===== config.mk =====
export PLATFORM = sky130hd
export DESIGN_NAME = dense_layer_mac
export DESIGN_NICKNAME = d
export VERILOG_FILES = /design/src/rtl/dense_layer_mac.sv
export SDC_FILE = /design/constraint.sdc
export NUM_CORES = 1
export LEC_CHECK = 0
export CELL_PAD_IN_SITES_DETAIL_PLACEMENT = 1
export CELL_PAD_IN_SITES_GLOBAL_PLACEMENT = 2
export CORE_MARGIN = 8
export CORE_UTILIZATION = 43
export DETAILED_ROUTE_END_ITERATION = 16
export MAX_ROUTING_LAYER = met4
export PLACE_DENSITY = 0.95
export SYNTH_ARGS = -nofsm -noshare
export SYNTH_HDL_FRONTEND = slang
export SYNTH_SLANG_ARGS = --single-unit

===== constraint.sdc =====
create_clock -name clk -period 13.4 [get_ports clk]
set_clock_uncertainty 0.1 [all_clocks]
set_input_delay 2.68 -clock clk [delete_from_list [all_inputs] [get_ports clk]]
set_output_delay 2.68 -clock clk [all_outputs]
set_load 0.02 [all_outputs]

===== src/rtl/dense_layer_mac.sv =====
// Fully-connected layer sequencer: streams weights/activations from external
// registered-read memories, accumulates bias + dot product, emits saturated Q8.8.
// Optional DENSE_RELU_EN clamps negative results to zero (hidden layers).
module dense_layer_mac #(
  parameter int DATA_WIDTH = 16,
  parameter int ADDR_WIDTH = 16,
  parameter int FRAC_BITS  = 8,
  parameter int N_IN       = 784,
  parameter int N_OUT      = 10,
  parameter int ACC_WIDTH  = 40
) (
  input  logic                  clk,
  input  logic                  rst_n,
  input  logic                  start,
  output logic                  busy,
  output logic                  done,
  output logic [ADDR_WIDTH-1:0] w_addr,
  input  logic [DATA_WIDTH-1:0] w_q,
  output logic [ADDR_WIDTH-1:0] x_addr,
  input  logic [DATA_WIDTH-1:0] x_q,
  output logic                  out_valid,
  input  logic                  out_ready,
  output logic [DATA_WIDTH-1:0] out_data,
  output logic [7:0]            out_idx
);

  localparam longint ROM_WORDS = longint'(N_OUT) * longint'(N_IN) + longint'(N_OUT);

  if (ROM_WORDS > (longint'(1) << ADDR_WIDTH) || N_OUT > 256) begin : g_cfg_err
    $error("dense_layer_mac: weight ROM does not fit ADDR_WIDTH or N_OUT > 256");
  end

  localparam logic [2:0] S_IDLE  = 3'd0;
  localparam logic [2:0] S_BIAS  = 3'd1;
  localparam logic [2:0] S_MAC   = 3'd2;
  localparam logic [2:0] S_DRAIN = 3'd3;
  localparam logic [2:0] S_OUT   = 3'd4;
  localparam logic [2:0] S_FIN   = 3'd5;

  localparam logic [ADDR_WIDTH-1:0] BIAS_BASE = ADDR_WIDTH'(N_OUT * N_IN);
  localparam logic [ADDR_WIDTH-1:0] LAST_I    = ADDR_WIDTH'(N_IN - 1);
  localparam logic [7:0]            LAST_J    = 8'(N_OUT - 1);

  logic [2:0]                   state;
  logic [7:0]                   j;
  logic [ADDR_WIDTH-1:0]        i;
  logic signed [ACC_WIDTH-1:0]  acc;

  logic signed [2*DATA_WIDTH-1:0] prod;
  logic signed [ACC_WIDTH-1:0]    prod_ext, bias_ext, acc_sum, shifted;
  logic [DATA_WIDTH-1:0]          res;

  // Datapath: data on w_q/x_q always belongs to the address issued last cycle.
  always_comb begin
    prod     = $signed(w_q) * $signed(x_q);
    prod_ext = {{(ACC_WIDTH-2*DATA_WIDTH){prod[2*DATA_WIDTH-1]}}, prod};
    bias_ext = {{(ACC_WIDTH-DATA_WIDTH){w_q[DATA_WIDTH-1]}}, w_q};
    bias_ext = bias_ext <<< FRAC_BITS;
    acc_sum  = acc + prod_ext;
    shifted  = acc_sum >>> FRAC_BITS;
    res      = shifted[DATA_WIDTH-1:0];
    if (shifted > $signed({{(ACC_WIDTH-DATA_WIDTH+1){1'b0}}, {(DATA_WIDTH-1){1'b1}}}))
      res = {1'b0, {(DATA_WIDTH-1){1'b1}}};
    else if (shifted < $signed({{(ACC_WIDTH-DATA_WIDTH+1){1'b1}}, {(DATA_WIDTH-1){1'b0}}}))
      res = {1'b1, {(DATA_WIDTH-1){1'b0}}};
`ifdef DENSE_RELU_EN
    if (res[DATA_WIDTH-1]) res = '0;
`endif
  end

  // Addresses are registered so they hold their last value through DRAIN/OUT.
  always_ff @(posedge clk or negedge rst_n) begin
    if (!rst_n) begin
      state    <= S_IDLE;
      j        <= '0;
      i        <= '0;
      acc      <= '0;
      w_addr   <= '0;
      x_addr   <= '0;
      out_data <= '0;
    end else begin
      case (state)
        S_IDLE: if (start) begin
          j      <= '0;
          w_addr <= BIAS_BASE;
          x_addr <= '0;
          state  <= S_BIAS;
        end
        S_BIAS: begin
          w_addr <= ADDR_WIDTH'(j * N_IN);
          x_addr <= '0;
          i      <= '0;
          state  <= S_MAC;
        end
        S_MAC: begin
          acc <= (i == '0) ? bias_ext : acc_sum;
          if (i == LAST_I) begin
            state <= S_DRAIN;
          end else begin
            i      <= i + ADDR_WIDTH'(1);
            w_addr <= w_addr + ADDR_WIDTH'(1);
            x_addr <= x_addr + ADDR_WIDTH'(1);
          end
        end
        S_DRAIN: begin
          acc      <= acc_sum;
          out_data <= res;
          state    <= S_OUT;
        end
        S_OUT: if (out_ready) begin
          if (j == LAST_J) begin
            state <= S_FIN;
          end else begin
            j      <= j + 8'd1;
            w_addr <= BIAS_BASE + ADDR_WIDTH'(j) + ADDR_WIDTH'(1);
            x_addr <= '0;
            state  <= S_BIAS;
          end
        end
        S_FIN:   state <= S_IDLE;
        default: state <= S_IDLE;
      endcase
    end
  end

  assign busy      = (state != S_IDLE);
  assign done      = (state == S_FIN);
  assign out_valid = (state == S_OUT);
  assign out_idx   = j;

endmodule


# Yosys cells after proc, flatten, opt, wreduce, memory -nomap -nowiden
# Index checks and enable logic that the tools add are counted.
# W data, S select, Z words.
totals:
  regBits: 115
  input_bits: 36
  out_inout_bits: 59
  word_cells: 66
classes:
  add_sub_neg: 7
  multipliers: 2
  magnitude_cmp: 2
  n_eq_ne: 12
  n_mux: 25
  reduce_logical: 11
ops:
  columns: ["cell", "count"]
  rows:
  - ["$mux W16", 11]
  - ["$pmux W16 S4", 2]
  - ["$pmux W40 S2", 1]
  - ["$add A16 B1 Y16 const B", 3]
  - ["$add A40 B32 Y40", 1]
  - ["$mux W40", 1]
  - ["$gt A32 B16 Y1 const B", 1]
  - ["$lt A32 B16 Y1 const B", 1]
  - ["$mul A16 B16 Y32", 1]
  - ["$pmux W16 S2", 1]
  - ["$mux W8", 3]
  - ["$eq A16 B10 Y1 const B", 1]
  - ["$logic_not A16 Y1", 1]
  - ["$pmux W8 S2", 1]
  - ["$add A14 B1 Y15 const B", 1]
  - ["$pmux W3 S5", 1]
  - ["$add A13 B8 Y14 const A", 1]
  - ["$mul A8 B6 Y12 const B", 1]
  - ["$mux W3", 4]
  - ["$add A8 B1 Y8 const B", 1]
  - ["$eq A8 B4 Y1 const B", 1]
  - ["$ne A2 B2 Y1 const B", 4]
  - ["$eq A3 B2 Y1 const B", 2]
  - ["$eq A3 B3 Y1 const B", 2]
  - ["other kinds (10)", 12]

# Logic depth before layout (Yosys ltp)
depth:
  word_depth: 5
  ltp_mapped: 29
  mapped_depth_nobuf: 26

# Worst setup path before layout
# No wires, ideal clock.
synth_timing:
  kind: "input to register"
  startpoint: "in w_q[15]"
  endpoint: "reg out_data[10]"
  setup_time_ps: 73
  t_arrival_ps: 9638
  required_ps: 13227
  slack_ps: 3589
  path_stages: 26
  n_path_buf: 3
  cell_sequence: "clkbuf_1 nand2_1 fa_1 inv_1 fa_1 inv_1 fa_1 fa_1 inv_1 fa_1 inv_1 fa_1 inv_1 ha_1 buf_2 nand2_1 or3_1 a311oi_2 nor3_1 xor2_1 or4b_1 nor4_1 a41o_2 buf_12 nand2_2 a21oi_2"
synth_between:
  elab_chain_cells: 5
synth_rtl:
  columns: ["element", "line_no", "rtl"]
  rows:
  - ["from (decl)", "18", "input logic [DATA_WIDTH-1:0] w_q,"]
  - ["$mul A16 B16 Y32 *", "55", "prod = $signed(w_q) * $signed(x_q);"]
  - ["$add A40 B32 Y40 *", "59", "acc_sum = acc + prod_ext;"]
  - ["$lt A32 B16 Y1", "64", "else if (shifted < $signed({{(ACC_WIDTH-DATA_WIDTH+1){1'b1}}, {(DATA_WIDTH-1){1'b0}}}))"]
  - ["$mux W16", "64", null]
  - ["$mux W16 *", "62", "if (shifted > $signed({{(ACC_WIDTH-DATA_WIDTH+1){1'b0}}, {(DATA_WIDTH-1){1'b1}}}))"]
  - ["to (signal assigned)", "107", "out_data <= res;"]
  - ["to (decl)", "23", "output logic [DATA_WIDTH-1:0] out_data,"]
# Every way passes the cells marked *; elsewhere a longest branch is shown, timed or not.
# A chain may end at the register's enable or synchronous reset.

# Final worst setup path
layout_timing:
  startpoint: "in w_q[15]"
  endpoint: "reg out_data[2]"
# Same word-level chain as after synthesis.

==> impl_metrics.env <==
export IMPL_cts_tree="built"
export IMPL_grt_pass1_vias=17200
export IMPL_post_cts_resized=0
export IMPL_fmax_ghz=0.0881
export IMPL_synth_edf_count=0
export IMPL_synth_largest_area_cell="fa_1"
export IMPL_yosysMostFrequentCell="inv_1"
export IMPL_end_kind="register"
export IMPL_finalSetupViolations=0
export IMPL_required_ps=13560
export IMPL_hp_class="reg -> reg"
export IMPL_clkTransAtPathRegs_ps=60
export IMPL_antenna_found_initial=0
export IMPL_postCtsSetupBuffers=0
export IMPL_fin_crit_sh=0.847
export IMPL_rsz0062_at_grt="no"
export IMPL_maxCapViolCount=0
export IMPL_h_tree_depth=4
export IMPL_die_y_um=226
export IMPL_post_route_drc_count=0
export IMPL_clkSinkCount=115
export IMPL_regToRegEndpoint="out_data[2]"
export IMPL_grt_use_total=0.251
export IMPL_synth_seq_area_share=0.152
export IMPL_critical_path_endpoint="out_data[2]"
export IMPL_drt_wirelength_per_cell_um=21.4
export IMPL_initial_utilization=0.432
export IMPL_synthTopCellsByCount="430 x inv_1, 333 x fa_1, 268 x nand2_1, 148 x ha_1, 129 x and2_1"
export IMPL_yosysWarnings=0
export IMPL_tightest_slew_ps=1100
export IMPL_max_slew_margin=0.263
export IMPL_clkLatencyLatePin_ps=450
export IMPL_crit_start="w_q[15]"
export IMPL_finalSetupTns_ps=0
export IMPL_antennaDiodeCount=0
export IMPL_io_pins=95
export IMPL_critical_path_depth=24
export IMPL_syn_to_final_growth_pct=10.7
export IMPL_path_max_fanout=17
export IMPL_place_gp_congestion=0.926
export IMPL_synth_top_area_frac=0.352
export IMPL_wl_um=59000
export IMPL_synth_area_per_cell_sq_um=8.97
export IMPL_hold_viol_final=0
export IMPL_crit_path_max_incr_delay_ps=990
export IMPL_io_buffers=94
export IMPL_crit_top_cell="fa_1"
export IMPL_numCtsBuffers=17
export IMPL_core_region_area_sq_um=43800
export IMPL_reg2reg_slack_ps=6280
export IMPL_vias_per_cell=5.38
export IMPL_setup_slack_ps=2040
export IMPL_fin_crit_ps=11360
export IMPL_synth_area_leaders="fa_1 35%, dfrtp_1 15%, ha_1 9.8%"
export IMPL_cts_root_buf="clkbuf_16"
export IMPL_fp_dieArea_sq_um=51100
export IMPL_synth_cell_types=78
export IMPL_hpwl_um=47100
export IMPL_timing_rr_start="acc[15]"
export IMPL_crit_type="in -> reg"
export IMPL_placedInstanceArea_sq_um=20400
export IMPL_synth_nets=2629
export IMPL_cp_top_family="adder cells"
export IMPL_place_ws_ps=1610
export IMPL_synth_seq_cells=115
export IMPL_syn_cell_area_sq_um=19000
export IMPL_crit_chain="clkdlybuf4s50_1 -> nand2_1 -> fa_1 -> inv_1 -> fa_1 -> inv_1 -> fa_1 -> inv_1 -> fa_1 -> fa_1 -> inv_1 -> fa_1 -> inv_1 -> ha_1 -> a2111oi_0 -> o221ai_1 -> nand2_1 -> a21boi_1 -> xnor2_1 -> or4_1 -> nor4_1 -> nand4bb_1 -> o22ai_2 -> a21oi_1"
export IMPL_clk_path_buf_depth=2
export IMPL_drive_above_1_share=0.0392
export IMPL_die_w_um=226
export IMPL_final_area_sq_um=21000
export IMPL_async_flop_share=1.00
export IMPL_reg2regPathDepth=20
export IMPL_hold_depth=2
export IMPL_path_buf_inv=6
export IMPL_drv_slew=0
export IMPL_cts_hold_buf=0
export IMPL_crit_slowest_cell="clkdlybuf4s50_1"
export IMPL_grt_max_degree=61
export IMPL_num_vias=14900
export IMPL_final_nets=2674
export IMPL_worstPathArrival_ps=11520
export IMPL_status="completed"
export IMPL_ant_nets=0
export IMPL_drt_pass1_iterations=5
export IMPL_syn_inst=2112
export IMPL_rows=77
export IMPL_grt_first_pass_wirelength_um=96600
export IMPL_drtIter0Drc=723
export IMPL_worst_setup_path_start_kind="primary input"
export IMPL_synth_top_flop_cell="dfrtp_1"
export IMPL_grt_overflow=0
[layer usage]
layer | track usage | share of wire
met1 | 0.299 | 0.41
met2 | 0.433 | 0.52
met3 | 0.0435 | 0.046
met4 | 0.0711 | 0.028
met5 | - | 0
[layout by cell type (no fill, tap or decap), drive strengths merged, types with 8 or more instances in the layout]
cell             n
nand4           15
fa             333
o211ai           8
xnor2           46
ha             148
buf             15
a21o            19
and3            12
nor2           117
clkdlybuf4s50   93
nand2          280
o21ai           71
xor2            40
a21oi           84
and2           129
dfrtp          115
nor3            13
nand3           30
clkbuf          17
a31oi           18
nand2b          16
inv            440
[worst min-delay path, stage by stage, from the launching register on]
cell and delay, ps:
dfrtp_1 350, nand2_1 50, o31ai_1 60
[layout make-up]
type	count	area, sq um
Clock inverter	15	160
Tap cell	592	741
Timing Repair Buffer	108	1040
Inverter	431	1620
Multi-Input combinational cell	1484	14100
Fill cell	5126	22900
Sequential cell	115	2880
Clock buffer	17	425
[worst min path at each step]
stage / startpoint / endpoint / slack [ps]
5_1_grt: acc[35] / acc[35] / 420
3_5_place_dp: acc[5] / acc[5] / 380
6_report: acc[5] / acc[5] / 390
4_1_cts: acc[5] / acc[5] / 390
3_3_place_gp: acc[29] / acc[29] / 370
2_1_floorplan: acc[25] / acc[25] / 350
[sequential cells by signal (all words and copies together) (netlist names)]
name / flops
acc: 40
i: 16
w_addr: 16
out_idx: 8
x_addr: 16
out_data: 16
state: 3
[metrics by stage]
step / hold slack, ps / std cells / util
detailed placement: 377 / 2730 / 0.465
finish: 389 / 2762 / 0.479
global route: 417 / 2762 / 0.479
floorplan: 345 / 2112 / -
CTS: 395 / 2762 / 0.479
global placement: 366 / 2730 / 0.465
[kinds of logic (layout without fill, tap and decap cells)]
kind of cell | Yosys count | after routing | synth area share
AOI/OAI and AO/OA | 264 | 264 | 0.0887
xor gates and xnor gates | 86 | 86 | 0.0397
adders and majority gates | 481 | 481 | 0.449
buffers and inverters | 513 | 571 | 0.104
DFF | 115 | 115 | 0.152
muxes | 3 | 3 | 0.00165
and+or+nand+nor | 650 | 650 | 0.164
Power is not shown: default switching activity piles up to over one toggle a cycle in this logic, so the estimate is an artifact.
